**src/rtl/wide_add_sequencer_if.sv**
```systemverilog
// Word-serial operand/result bus for wide_add_sequencer.
// master drives operands and start; slave returns sum words and status.
interface wide_add_sequencer_if;
  logic        start;
  logic        Cin;
  logic        in_valid;
  logic        in_ready;
  logic [15:0] A_word;
  logic [15:0] B_word;
  logic        out_valid;
  logic        out_ready;
  logic [15:0] S_word;
  logic        out_last;
  logic        Cout;
  logic        ovf;
  logic        busy;
  logic        done;

  modport master (
    output start, Cin, in_valid, A_word, B_word, out_ready,
    input  in_ready, out_valid, S_word, out_last, Cout, ovf, busy, done
  );

  modport slave (
    input  start, Cin, in_valid, A_word, B_word, out_ready,
    output in_ready, out_valid, S_word, out_last, Cout, ovf, busy, done
  );
endinterface

```
**src/rtl/wide_add_sequencer.sv**
```systemverilog
// WORDS x 16-bit add streamed through one 16-bit Kogge-Stone adder.
// Optional macro OVERFLOW_FLAG_EN adds the signed overflow flag.
module kogge_stone_adder (
  input  logic [15:0] A,
  input  logic [15:0] B,
  input  logic        Cin,
  output logic [15:0] S,
  output logic        Cout
);
  logic [15:0] g;
  logic [15:0] p;
  logic [15:0] c;

  // Cin folded into bit 0 generate so the prefix tree yields all carries
  always_comb begin
    g = A & B;
    p = A ^ B;
    g[0] = g[0] | (p[0] & Cin);
    for (int l = 0; l < 4; l++) begin
      g = g | (p & (g << (1 << l)));
      p = p & ((p << (1 << l)) | ((16'd1 << (1 << l)) - 16'd1));
    end
    c = {g[14:0], Cin};
    S = (A ^ B) ^ c;
    Cout = g[15];
  end
endmodule

module wide_add_sequencer #(
  parameter int WORDS = 4
) (
  input logic clk,
  input logic rst,
  wide_add_sequencer_if.slave bus
);
  localparam int CW = $clog2(WORDS);

  typedef enum logic [1:0] {
    IDLE,
    RUN,
    DRAIN
  } state_t;

  state_t state;
  state_t state_next;

  logic [CW-1:0] count;
  logic          carry;
  logic [15:0]   sum;
  logic          co;
  logic [15:0]   s_q;
  logic          valid_q;
  logic          last_q;
  logic          cout_q;
  logic          is_last;
  logic          accept;
  logic          consume;
  logic          in_ready;
  logic          done;

  kogge_stone_adder u_add (
    .A   (bus.A_word),
    .B   (bus.B_word),
    .Cin (carry),
    .S   (sum),
    .Cout(co)
  );

  assign is_last = (count == CW'(WORDS - 1));

  always_comb begin
    state_next = state;
    in_ready   = 1'b0;
    done       = 1'b0;
    accept     = 1'b0;
    consume    = valid_q && bus.out_ready;
    unique case (state)
      IDLE: begin
        if (bus.start) state_next = RUN;
      end
      RUN: begin
        in_ready = !valid_q || bus.out_ready;
      end
      DRAIN: begin
        if (consume) begin
          done       = 1'b1;
          state_next = IDLE;
        end
      end
      default: state_next = IDLE;
    endcase
    accept = bus.in_valid && in_ready;
    if (accept && is_last) state_next = DRAIN;
  end

  always_ff @(posedge clk) begin
    if (rst) begin
      state   <= IDLE;
      count   <= '0;
      carry   <= 1'b0;
      s_q     <= 16'h0000;
      valid_q <= 1'b0;
      last_q  <= 1'b0;
      cout_q  <= 1'b0;
    end else begin
      state <= state_next;
      if (state == IDLE && bus.start) begin
        carry  <= bus.Cin;
        count  <= '0;
        cout_q <= 1'b0;
      end
      if (accept) begin
        s_q     <= sum;
        carry   <= co;
        valid_q <= 1'b1;
        last_q  <= is_last;
        count   <= count + 1'b1;
      end else if (consume) begin
        valid_q <= 1'b0;
      end
      if (done) cout_q <= carry;
    end
  end

`ifdef OVERFLOW_FLAG_EN
  logic ovf_pend;
  logic ovf_q;

  always_ff @(posedge clk) begin
    if (rst) begin
      ovf_pend <= 1'b0;
      ovf_q    <= 1'b0;
    end else begin
      if (state == IDLE && bus.start) ovf_q <= 1'b0;
      if (accept && is_last)
        ovf_pend <= (bus.A_word[15] == bus.B_word[15]) &&
                    (sum[15] != bus.A_word[15]);
      if (done) ovf_q <= ovf_pend;
    end
  end

  assign bus.ovf = ovf_q;
`else
  assign bus.ovf = 1'b0;
`endif

  assign bus.in_ready  = in_ready;
  assign bus.out_valid = valid_q;
  assign bus.S_word    = s_q;
  assign bus.out_last  = last_q;
  assign bus.Cout      = cout_q;
  assign bus.busy      = (state != IDLE);
  assign bus.done      = done;
endmodule

```
**src/flat_wrapper.sv**
```systemverilog
// flat-port wrapper written by rule: the top's interface ports become plain ports
module wide_add_sequencer_flat 
#(
  parameter int WORDS = 4
)
  (clk, rst, bus_start, bus_Cin, bus_in_valid, bus_A_word, bus_B_word, bus_out_ready, bus_in_ready, bus_out_valid, bus_S_word, bus_out_last, bus_Cout, bus_ovf, bus_busy, bus_done);
  wide_add_sequencer_if bus_i ();
  input logic clk;
  input logic rst;
  input wire logic [$bits(bus_i.start)-1:0] bus_start;
  input wire logic [$bits(bus_i.Cin)-1:0] bus_Cin;
  input wire logic [$bits(bus_i.in_valid)-1:0] bus_in_valid;
  input wire logic [$bits(bus_i.A_word)-1:0] bus_A_word;
  input wire logic [$bits(bus_i.B_word)-1:0] bus_B_word;
  input wire logic [$bits(bus_i.out_ready)-1:0] bus_out_ready;
  output wire logic [$bits(bus_i.in_ready)-1:0] bus_in_ready;
  output wire logic [$bits(bus_i.out_valid)-1:0] bus_out_valid;
  output wire logic [$bits(bus_i.S_word)-1:0] bus_S_word;
  output wire logic [$bits(bus_i.out_last)-1:0] bus_out_last;
  output wire logic [$bits(bus_i.Cout)-1:0] bus_Cout;
  output wire logic [$bits(bus_i.ovf)-1:0] bus_ovf;
  output wire logic [$bits(bus_i.busy)-1:0] bus_busy;
  output wire logic [$bits(bus_i.done)-1:0] bus_done;
  assign bus_i.start = bus_start;
  assign bus_i.Cin = bus_Cin;
  assign bus_i.in_valid = bus_in_valid;
  assign bus_i.A_word = bus_A_word;
  assign bus_i.B_word = bus_B_word;
  assign bus_i.out_ready = bus_out_ready;
  assign bus_in_ready = bus_i.in_ready;
  assign bus_out_valid = bus_i.out_valid;
  assign bus_S_word = bus_i.S_word;
  assign bus_out_last = bus_i.out_last;
  assign bus_Cout = bus_i.Cout;
  assign bus_ovf = bus_i.ovf;
  assign bus_busy = bus_i.busy;
  assign bus_done = bus_i.done;
  wide_add_sequencer #(.WORDS(WORDS)) u_core (.clk(clk), .rst(rst), .bus(bus_i));
endmodule
```
**config.mk**
```make
export PLATFORM = sky130hd
export DESIGN_NAME = wide_add_sequencer_flat
export DESIGN_NICKNAME = d
export VERILOG_FILES = /design/src/rtl/wide_add_sequencer_if.sv /design/src/rtl/wide_add_sequencer.sv /design/src/flat_wrapper.sv
export SDC_FILE = /design/constraint.sdc
export NUM_CORES = 1
export LEC_CHECK = 0
export ABC_AREA = 1
export CAP_MARGIN = 20
export CORE_AREA = 2 2 66 68
export CTS_CLUSTER_SIZE = 25
export DETAILED_ROUTE_END_ITERATION = 8
export DIE_AREA = 0 0 68 70
export DONT_BUFFER_PORTS = 1
export SYNTH_ARGS = -nofsm -noshare
export SYNTH_HDL_FRONTEND = slang
export SYNTH_HIERARCHICAL = 1
export SYNTH_SLANG_ARGS = --single-unit
```
**constraint.sdc**
```tcl
create_clock -name clk -period 2.19 [get_ports clk]
set_input_delay 0.3285 -clock clk [delete_from_list [all_inputs] [get_ports clk]]
set_output_delay 0.3285 -clock clk [all_outputs]
set_load 0.02 [all_outputs]
```
# After elaboration in Yosys (flattened, before gate mapping)
# Cells that the tools add are included.
[totals]
reg_bits = 24
in_bits = 38
output_inout_bits = 23
wordCells = 63
[classes]
add_sub_neg = 1
n_eq_ne = 8
muxes = 15
bitwise_logic = 17
n_reduce_logical = 14
[ops]
columns = ["cell", "n"]
rows = [
  ["16-bit bitwise AND", 8],
  ["16-bit OR", 4],
  ["16-bit XOR", 2],
  ["2-bit 2-to-1 mux", 5],
  ["1-bit 2-to-1 mux", 9],
  ["2-bit nonzero test", 4],
  ["2-bit one-hot mux with 3 select lines", 1],
  ["3-bit AND reduction", 2],
  ["2-bit == test (second input constant)", 2],
  ["1-bit logical AND", 4],
  ["2-bit by 1-bit inequality test with 1-bit output (second input constant)", 2],
  ["3-bit by 1-bit inequality test with 1-bit output (second input constant)", 1],
  ["3-bit by 2-bit inequality test with 1-bit output (second input constant)", 1],
  ["2-bit by 1-bit adder with 2-bit output (second input constant)", 1],
  ["2-bit by 1-bit == test with 1-bit output (second input constant)", 1],
  ["2-bit zero test", 1],
  ["2-bit inequality test (second input constant)", 1],
  ["2-bit OR reduction", 1],
  ["1-bit bitwise AND", 1],
  ["1-bit zero test", 1],
  ["1-bit logical OR", 1],
  ["1-bit inverter", 1],
  ["1-bit OR", 1],
]

# Depth between registers and ports, before layout
# Gate-level depths: netlist (run 1).
[logic_depth]
depth_word = 12
depth_mapped = 14
depth_no_buf = 14

# Hierarchy
# The synthesis (run 1) kept the hierarchy.
[modules_own_cells]
columns = ["mod", "n_inst", "cells_each", "area_each_um2", "seq_area_each_um2"]
rows = [
  ["kogge_stone_adder", 1, 189, 993.5, 0.0],
  ["wide_add_sequencer", 1, 122, 979.7, 480.5],
]

# Worst setup path after synthesis (run 1)
# No wires, ideal clock.
[synth_timing]
path_kind = "in2reg"
from = "input bus_A_word[0]"
to = "register u_core.carry"
setup_time_ps = 135
arrival_ps = 1720
required_time_ps = 2055
slack_ps = 335
stages = 14
n_path_buf = 0
path_cell_list = "fa_1 > inv_1 > fa_1 > inv_1 > nand3_1 > nand3_2 > nand3_1 > nand3_1 > nand2_1 > nand2_1 > inv_1 > nand4_1 > nand2_1 > a21oi_1"
[synth_between]
elab_chain_len = 12
word_cells_on_any_way = 13
cone_classes = "mux (1); bitwise (12)"
[synth_rtl]
columns = ["item", "line", "source"]
rows = [
  ["from (decl)", "flat_wrapper.sv:13", "input wire logic [$bits(bus_i.A_word)-1:0] bus_A_word;"],
  ["16-bit XOR", "wide_add_sequencer.sv:17", "p = A ^ B;"],
  ["1-bit bitwise AND", "wide_add_sequencer.sv:18", "g[0] = g[0] | (p[0] & Cin);"],
  ["1-bit OR (*)", "wide_add_sequencer.sv:18", ""],
  ["16-bit bitwise AND (*)", "wide_add_sequencer.sv:20", "g = g | (p & (g << (1 << l)));"],
  ["16-bit OR (*)", "wide_add_sequencer.sv:20", ""],
  ["16-bit bitwise AND (*)", "wide_add_sequencer.sv:20", ""],
  ["16-bit OR (*)", "wide_add_sequencer.sv:20", ""],
  ["16-bit bitwise AND (*)", "wide_add_sequencer.sv:20", ""],
  ["16-bit OR (*)", "wide_add_sequencer.sv:20", ""],
  ["16-bit bitwise AND (*)", "wide_add_sequencer.sv:20", ""],
  ["16-bit OR (*)", "wide_add_sequencer.sv:20", ""],
  ["named net u_core.co", "wide_add_sequencer.sv:50", "logic co;"],
  ["1-bit 2-to-1 mux (*)", "wide_add_sequencer.sv:112", "if (accept) begin"],
  ["to (signal assigned)", "wide_add_sequencer.sv:108", "carry <= bus.Cin;"],
  ["to (signal assigned)", "wide_add_sequencer.sv:114", "carry <= co;"],
  ["to (decl)", "wide_add_sequencer.sv:48", "logic carry;"],
]
# The timed path passes the listed nets; every way through them passes the cells marked *.
# A chain may end at the register's enable or synchronous reset.

# Worst setup path in the final report (run 1)
[layout_timing]
from = "register u_core.carry"
to = "register u_core.carry"
[layout_between]
elab_chain_len = 11
[layout_rtl]
columns = ["item", "line"]
rows = [
  ["1-bit bitwise AND", "wide_add_sequencer.sv:18"],
  ["1-bit OR", "wide_add_sequencer.sv:18"],
  ["16-bit bitwise AND", "wide_add_sequencer.sv:20"],
  ["16-bit OR", "wide_add_sequencer.sv:20"],
  ["16-bit bitwise AND", "wide_add_sequencer.sv:20"],
  ["16-bit OR", "wide_add_sequencer.sv:20"],
  ["16-bit bitwise AND", "wide_add_sequencer.sv:20"],
  ["16-bit OR", "wide_add_sequencer.sv:20"],
  ["16-bit bitwise AND", "wide_add_sequencer.sv:20"],
  ["16-bit OR", "wide_add_sequencer.sv:20"],
  ["named net u_core.co", "wide_add_sequencer.sv:50"],
  ["1-bit 2-to-1 mux", "wide_add_sequencer.sv:112"],
]
# The timed path passes the listed nets, and every way through them passes these cells.

==> results of run 1 <==
-- flip-flops by register name (all words and copies together) (netlist names) --
signal / count
u_core/bus.out_last: 1
u_core/bus.Cout: 1
u_core/state: 2
u_core/count: 2
u_core/carry: 1
u_core/bus.S_word: 16
u_core/bus.out_valid: 1
-- cell type report --
| cell class | count | area (um2) |
|---|---|---|
| inverter | 49 | 184 |
| sequential | 24 | 482 |
| clock buffer | 4 | 55.1 |
| multi-input combinational | 229 | 1250 |
| fill | 452 | 2100 |
| timing repair buffer | 1 | 7.51 |
| tap | 52 | 65.1 |
-- power groups by stage --
stage               registers, mW  logic (mW)  clock network (mW)
floorplan                   0.499       0.301                   0
global placement            0.503       0.345                   0
detailed placement          0.504       0.344                   0
CTS                         0.493       0.346               0.313
global route                0.496       0.401               0.329
finish                      0.493       0.344               0.302
-- metrics by stage --
stage	util [%]	hold WS, ns	std cells
6_report	49.2	0.110	359
5_1_grt	49.2	0.0954	359
4_1_cts	49.2	0.102	359
3_5_place_dp	47.9	0.394	355
3_3_place_gp	47.9	0.394	355
2_1_floorplan	-	0.398	311
-- cells in the mapped netlist, types with 2 or more instances --
| master | instances | area [um2] |
|---|---|---|
| clkbuf_1 | 2 | 7.51 |
| inv_1 | 46 | 173 |
| buf_4 | 3 | 22.5 |
| nand3_1 | 34 | 170 |
| a21oi_1 | 28 | 140 |
| xor2_1 | 4 | 35.0 |
| a21oi_2 | 4 | 35.0 |
| buf_2 | 2 | 10.0 |
| nand2_1 | 102 | 383 |
| inv_2 | 3 | 11.3 |
| nor2_1 | 13 | 48.8 |
| nor2_2 | 2 | 12.5 |
| xnor2_1 | 3 | 26.3 |
| buf_6 | 2 | 22.5 |
| nand2_2 | 6 | 37.5 |
| nand4_1 | 3 | 18.8 |
| ha_1 | 16 | 200 |
| nor3_1 | 3 | 15.0 |
| nor3_2 | 2 | 20.0 |
| fa_1 | 2 | 40.0 |
| dfxtp_1 | 24 | 480 |
-- routing by layer --
metal	vias to the layer above	wire length (um)	global-route usage (%)
li1	973	-	-
met1	796	2040	24.4
met2	38	2060	33.2
met3	4	228	3.70
met4	0	32	5.33
met5	-	0	0
-- worst max-delay path by stage --
stage,from,to
5_1_grt,u_core/carry$_SDFFE_PP0P_,u_core/carry$_SDFFE_PP0P_
6_report,u_core/carry$_SDFFE_PP0P_,u_core/carry$_SDFFE_PP0P_
3_5_place_dp,bus_A_word[0],u_core/carry$_SDFFE_PP0P_
4_1_cts,u_core/carry$_SDFFE_PP0P_,u_core/carry$_SDFFE_PP0P_
2_1_floorplan,bus_A_word[0],u_core/carry$_SDFFE_PP0P_
3_3_place_gp,bus_A_word[0],u_core/carry$_SDFFE_PP0P_
-- repair_timing --
item | in CTS | in global routing
gates resized for setup | 0 | 1
endpoints found under the setup margin | 0 | 1
buffers inserted | 0 | 0
hold buffers | 0 | 0
-- kinds of logic after synthesis --
kind of cell               Yosys count  share of synthesized area, %
and+or+nand+nor                    170                          38.4
buffers and inverters               58                          12.5
AOI/OAI and AO/OA                   33                          9.26
DFF                                 24                          24.3
adders and majority gates           18                          12.2
xor gates and xnor gates             7                          3.11
other                                1                         0.190
==> flow_summary.toml, run 1 <==
[place]
dp_hpwl_mm = 3.53
place_area_um2 = 1980
port-buffer-count = 0
place_congestion = 0.849
pre_cts_slack_ns = 0.207

[clock_tree]
cts_tree = "done"
insertion_delay_ns = 0.27
cts-root-buf = "clkbuf_8"
clock_path_buffers = 2
numCtsBuffers = 3
h-tree-depth = 1
cts.sinks = 24
clk_pin_slew_ns = 0.08

[floorplan]
row_count = 24
die_area_um2 = 4760
dieWidth_um = 68
top_level_ports = 61
core_area_um2 = 4140
initial_utilization_pct = 47.6
die_h_um = 70

[pwr]
p_leak_nw = 1.04
switchingPower_mw = 0.395
swShare_pct = 34.6
p_int_mw = 0.745
p_seq_share_pct = 43.3
power.share.clock_pct = 26.5
p_per_area_nw_per_um2 = 559
finalPower_mw = 1.14
peakVddDrop_mv = 0.250
p_comb_share_pct = 30.2

[setup_path]
critPathBufInv = 3
path_cells = "fa_1 > inv_1 > fa_1 > inv_1 > nand3_1 > nand3_2 > nand3_1 > nand3_1 > nand2_1 > nand2_1 > inv_1 > nand4_1 > nand2_1 > a21oi_1"
reg2reg_to = "u_core/carry$_SDFFE_PP0P_"
critPathTopFamily = "simple AND/OR/NAND/NOR gates"
r2r_setup_slack_ns = 0.27
r2r_cells = 14
critPathKind = "reg2reg"
crit_path_end_kind = "register"
startpoint_type = "register"
r2r_start = "u_core/carry$_SDFFE_PP0P_"
cp_max_fo = 3
path_depth = 14
crit_slowest_cell = "fa_1"
slowest_delay_ns = 0.37
required_ns = 2.36
worstPathArrival_ns = 2.09

[grt]
grt_pass1_vias = 1671
grt_start_max_net_pins = 25
grt_overflow = 0
grt_pass1_wl_mm = 7.25
antenna_found_initial = 0
track_usage_pct = 19.5

[finish]
diodes = 0
mostFrequentLayoutCell = "nand2_1"
design_area_um2 = 2040
mostFrequentLayoutCells = "nand2_1, inv_1, nand3_1"
areaGrowthSynthToFinish_pct = 3.36
drive_above_1_share_pct = 8.79
nets = 364

[logic_synthesis]
yosysUniqueCellTypes = 28
syn-mean-instance-area_um2 = 6.34
yosysSeqAreaShare_pct = 24.4
synthArstFlopShare_pct = 0
syn_nets = 367
syn_area_um2 = 1970
yosys_warnings = 6
synth_edf_count = 0
netlist_instances = 311
synthFlopType = "dfxtp_1"
yosys_register_bits = 24

[detailed_routing]
drtIter0Drc = 75
vias_per_cell = 5.04
via_count = 1811
drt_first_pass_iters = 4
wirelength_mm = 4.36
drtAntennaViolNets = 0
wire_per_inst_um = 12.1
drcViolationCount = 0

[timing]
fin_crit_ns = 1.92
fin_skew_ns = 0.00359
fin_tns_setup_ns = 0
slew_viol_final = 0
finalHoldViolations = 0
fmax_mhz = 520
setup_slack_ns = 0.268
rsz0062_at_grt = "false"
setup_viol = 0
period_share_pct = 87.8

[worst_hold_path]
whs_path_depth = 1
hp-class = "in2reg"
hold_end = "u_core/bus.out_last$_SDFFE_PP0P_"
hp-start = "rst"

[job]
cap_violations = 0

[outcome]
status = "complete, no violations"
No activity file was read; power rests on OpenSTA's default activity.
==> run 2: changes to the inputs <==
--- a/config.mk
+++ b/config.mk
@@ -5,13 +5,14 @@
 export SDC_FILE = /design/constraint.sdc
 export NUM_CORES = 1
 export LEC_CHECK = 0
-export ABC_AREA = 1
-export CAP_MARGIN = 20
-export CORE_AREA = 2 2 66 68
+export CELL_PAD_IN_SITES_DETAIL_PLACEMENT = 0
+export CELL_PAD_IN_SITES_GLOBAL_PLACEMENT = 1
+export CORE_AREA = 2 2 68 70
 export CTS_CLUSTER_SIZE = 25
 export DETAILED_ROUTE_END_ITERATION = 8
-export DIE_AREA = 0 0 68 70
+export DIE_AREA = 0 0 70 72
 export DONT_BUFFER_PORTS = 1
+export PLACE_DENSITY_LB_ADDON = 0.1
 export SYNTH_ARGS = -nofsm -noshare
 export SYNTH_HDL_FRONTEND = slang
 export SYNTH_HIERARCHICAL = 1
==> flow_summary.toml, run 2 <==
[logic_synthesis]
synthArstFlopShare_pct = 0
syn_nets = 282
syn-mean-instance-area_um2 = 8.19
synthMostInstantiatedCell = "a21oi_1"
synth_common_cells = "a21oi_1, dfxtp_1, nand4_1"
synth_top_area_share_pct = 25.9
syn_area_um2 = 1850
synth_edf_count = 0
synthFlopType = "dfxtp_1"
yosysSeqAreaShare_pct = 25.9
yosys_warnings = 6
synth_area_leaders = "dfxtp_1, ha_1, a21oi_1"
yosysUniqueCellTypes = 44
netlist_instances = 226
yosys_register_bits = 24
synth_area_leader_cell = "dfxtp_1"

[floorplan]
row_count = 24
dieWidth_um = 70
core_area_um2 = 4260
die_area_um2 = 5040
top_level_ports = 61
initial_utilization_pct = 43.4
die_h_um = 72

[timing]
tightestPinTransition_ns = 0.796
setup_viol = 0
rsz0062_at_grt = "true"
period_share_pct = 97.8
fmax_mhz = 467
fin_tns_setup_ns = 0
finalHoldViolations = 0
fin_crit_ns = 2.14
slew_viol_final = 0
fin_skew_ns = 0.00893
relSlewSlack_pct = 47.0

[pwr]
peakVddDrop_mv = 0.277
p_per_area_nw_per_um2 = 624
power.share.clock_pct = 30.6
switchingPower_mw = 0.405
p_seq_share_pct = 39.4
p_comb_share_pct = 30.0
finalPower_mw = 1.27
p_int_mw = 0.869
p_leak_nw = 0.780
swShare_pct = 31.8

[setup_path]
required_ns = 2.33
worstPathArrival_ns = 2.29
startpoint_type = "register"
crit_path_end_kind = "register"
critPathKind = "reg2reg"
critPathCapture = "u_core/carry$_SDFFE_PP0P_"
cp_max_fo = 3
r2r_setup_slack_ns = 0.05
crit_start = "u_core/carry$_SDFFE_PP0P_"
r2r_start = "u_core/carry$_SDFFE_PP0P_"
r2r_cells = 11
reg2reg_to = "u_core/carry$_SDFFE_PP0P_"

[finish]
diodes = 0
mostFrequentLayoutCell = "a21oi_1"
nets = 282
largest_register_ffs = 16
areaGrowthSynthToFinish_pct = 10.3
fin_util_pct = 47.9
finalNonFillerCells = 277
drive_above_1_share_pct = 14.2
mostFrequentLayoutCells = "a21oi_1, dfxtp_1, nand4_1"

[place]
dp_hpwl_mm = 3.68
place_congestion = 0.879
placed_cells = 272
port-buffer-count = 0

[clock_tree]
h-tree-depth = 1
clock_path_buffers = 2
cts-root-buf = "clkbuf_8"
cts.sinks = 24
clk_pin_slew_ns = 0.09
cts_hold_buf = 0
insertion_delay_ns = 0.27
numCtsBuffers = 3
cts_tree = "done"

[detailed_routing]
drtAntennaViolNets = 0
wire_per_inst_um = 17.9
vias_per_cell = 6.32
drt_first_pass_iters = 4
wirelength_mm = 4.97
drcViolationCount = 0
via_count = 1751
drtIter0Drc = 107

[outcome]
status = "complete, no violations"

[job]
cap_violations = 0

[grt]
grt_start_max_net_pins = 25
track_usage_pct = 19.5
grt_pass1_vias = 1698
grt_overflow = 0
grt_pass1_wl_mm = 8.07
antenna_found_initial = 0

[worst_hold_path]
hp-class = "in2reg"
hp-start = "rst"
## run 2: worst min path at each step
stage | to | cells after the start
3_5_place_dp | u_core/bus.S_word[4]$_SDFFE_PP0P_ | 1
2_1_floorplan | u_core/bus.S_word[4]$_SDFFE_PP0P_ | 1
3_3_place_gp | u_core/bus.Cout$_SDFFE_PP0P_ | 1
5_1_grt | u_core/bus.S_word[5]$_SDFFE_PP0P_ | 1
6_report | u_core/bus.S_word[6]$_SDFFE_PP0P_ | 1
4_1_cts | u_core/bus.S_word[4]$_SDFFE_PP0P_ | 1
## run 2: critical path, cell delays in order, from the launching register on
cell      delay (ns)
dfxtp_2         0.34
fa_2            0.34
inv_2           0.06
fa_2            0.20
nor2b_2         0.05
o211ai_2        0.18
buf_4           0.16
a31oi_4         0.08
a21oi_2         0.20
o21ai_1         0.07
nor4_1          0.24
a211oi_1        0.08
## run 2: kinds of logic after synthesis
family | after synthesis | synth area share, %
fa+ha+maj | 18 | 13.0
flops | 24 | 25.9
mux | 1 | 0.541
compound gates | 85 | 30.6
buf+inv | 26 | 6.42
simple gates | 58 | 17.2
xor+xnor | 13 | 6.15
other cells | 1 | 0.203
## run 2: layout make-up
cell class,instances,area [um2]
fill,427,2220
inverter,8,30.0
timing repair buffer,13,97.6
tap,52,65.1
clock inverter,1,30.0
clock buffer,3,41.3
sequential,24,482
multi-input combinational,176,1300
## run 2: routing by layer
layer	routed length (um)	global-route usage, %	share of wire (%)	vias up
met5	0	0	0	-
met4	78	4.70	1.6	0
met3	278	3.89	5.6	8
met2	2230	31.1	45	66
met1	2380	27.3	48	830
li1	-	-	-	847
## run 2: what timing repair did
action | CTS | global route
cloned | 0 | 0
pin swaps | 3 | 8
setup endpoints to repair | 9 | 9
resized for setup | 6 | 5
setup buffers | 0 | 1
## run 2: metrics by stage
step	hold WS [ns]	instance area [um2]	worst slack, ns
floorplan	0.398	1850	0.0255
CTS	0.105	2010	0.0140
global placement	0.400	1920	-0.0679
global route	0.0996	2040	-0.121
finish	0.112	2040	0.0477
detailed placement	0.403	1920	-0.137
## run 2: power groups by stage
stage          combinational, mW  sequential [mW]  clock [mW]
2_1_floorplan              0.284            0.507           0
3_3_place_gp               0.355            0.512           0
3_5_place_dp               0.357            0.513           0
4_1_cts                    0.367            0.503       0.399
5_1_grt                    0.421            0.506       0.415
6_report                   0.382            0.502       0.390
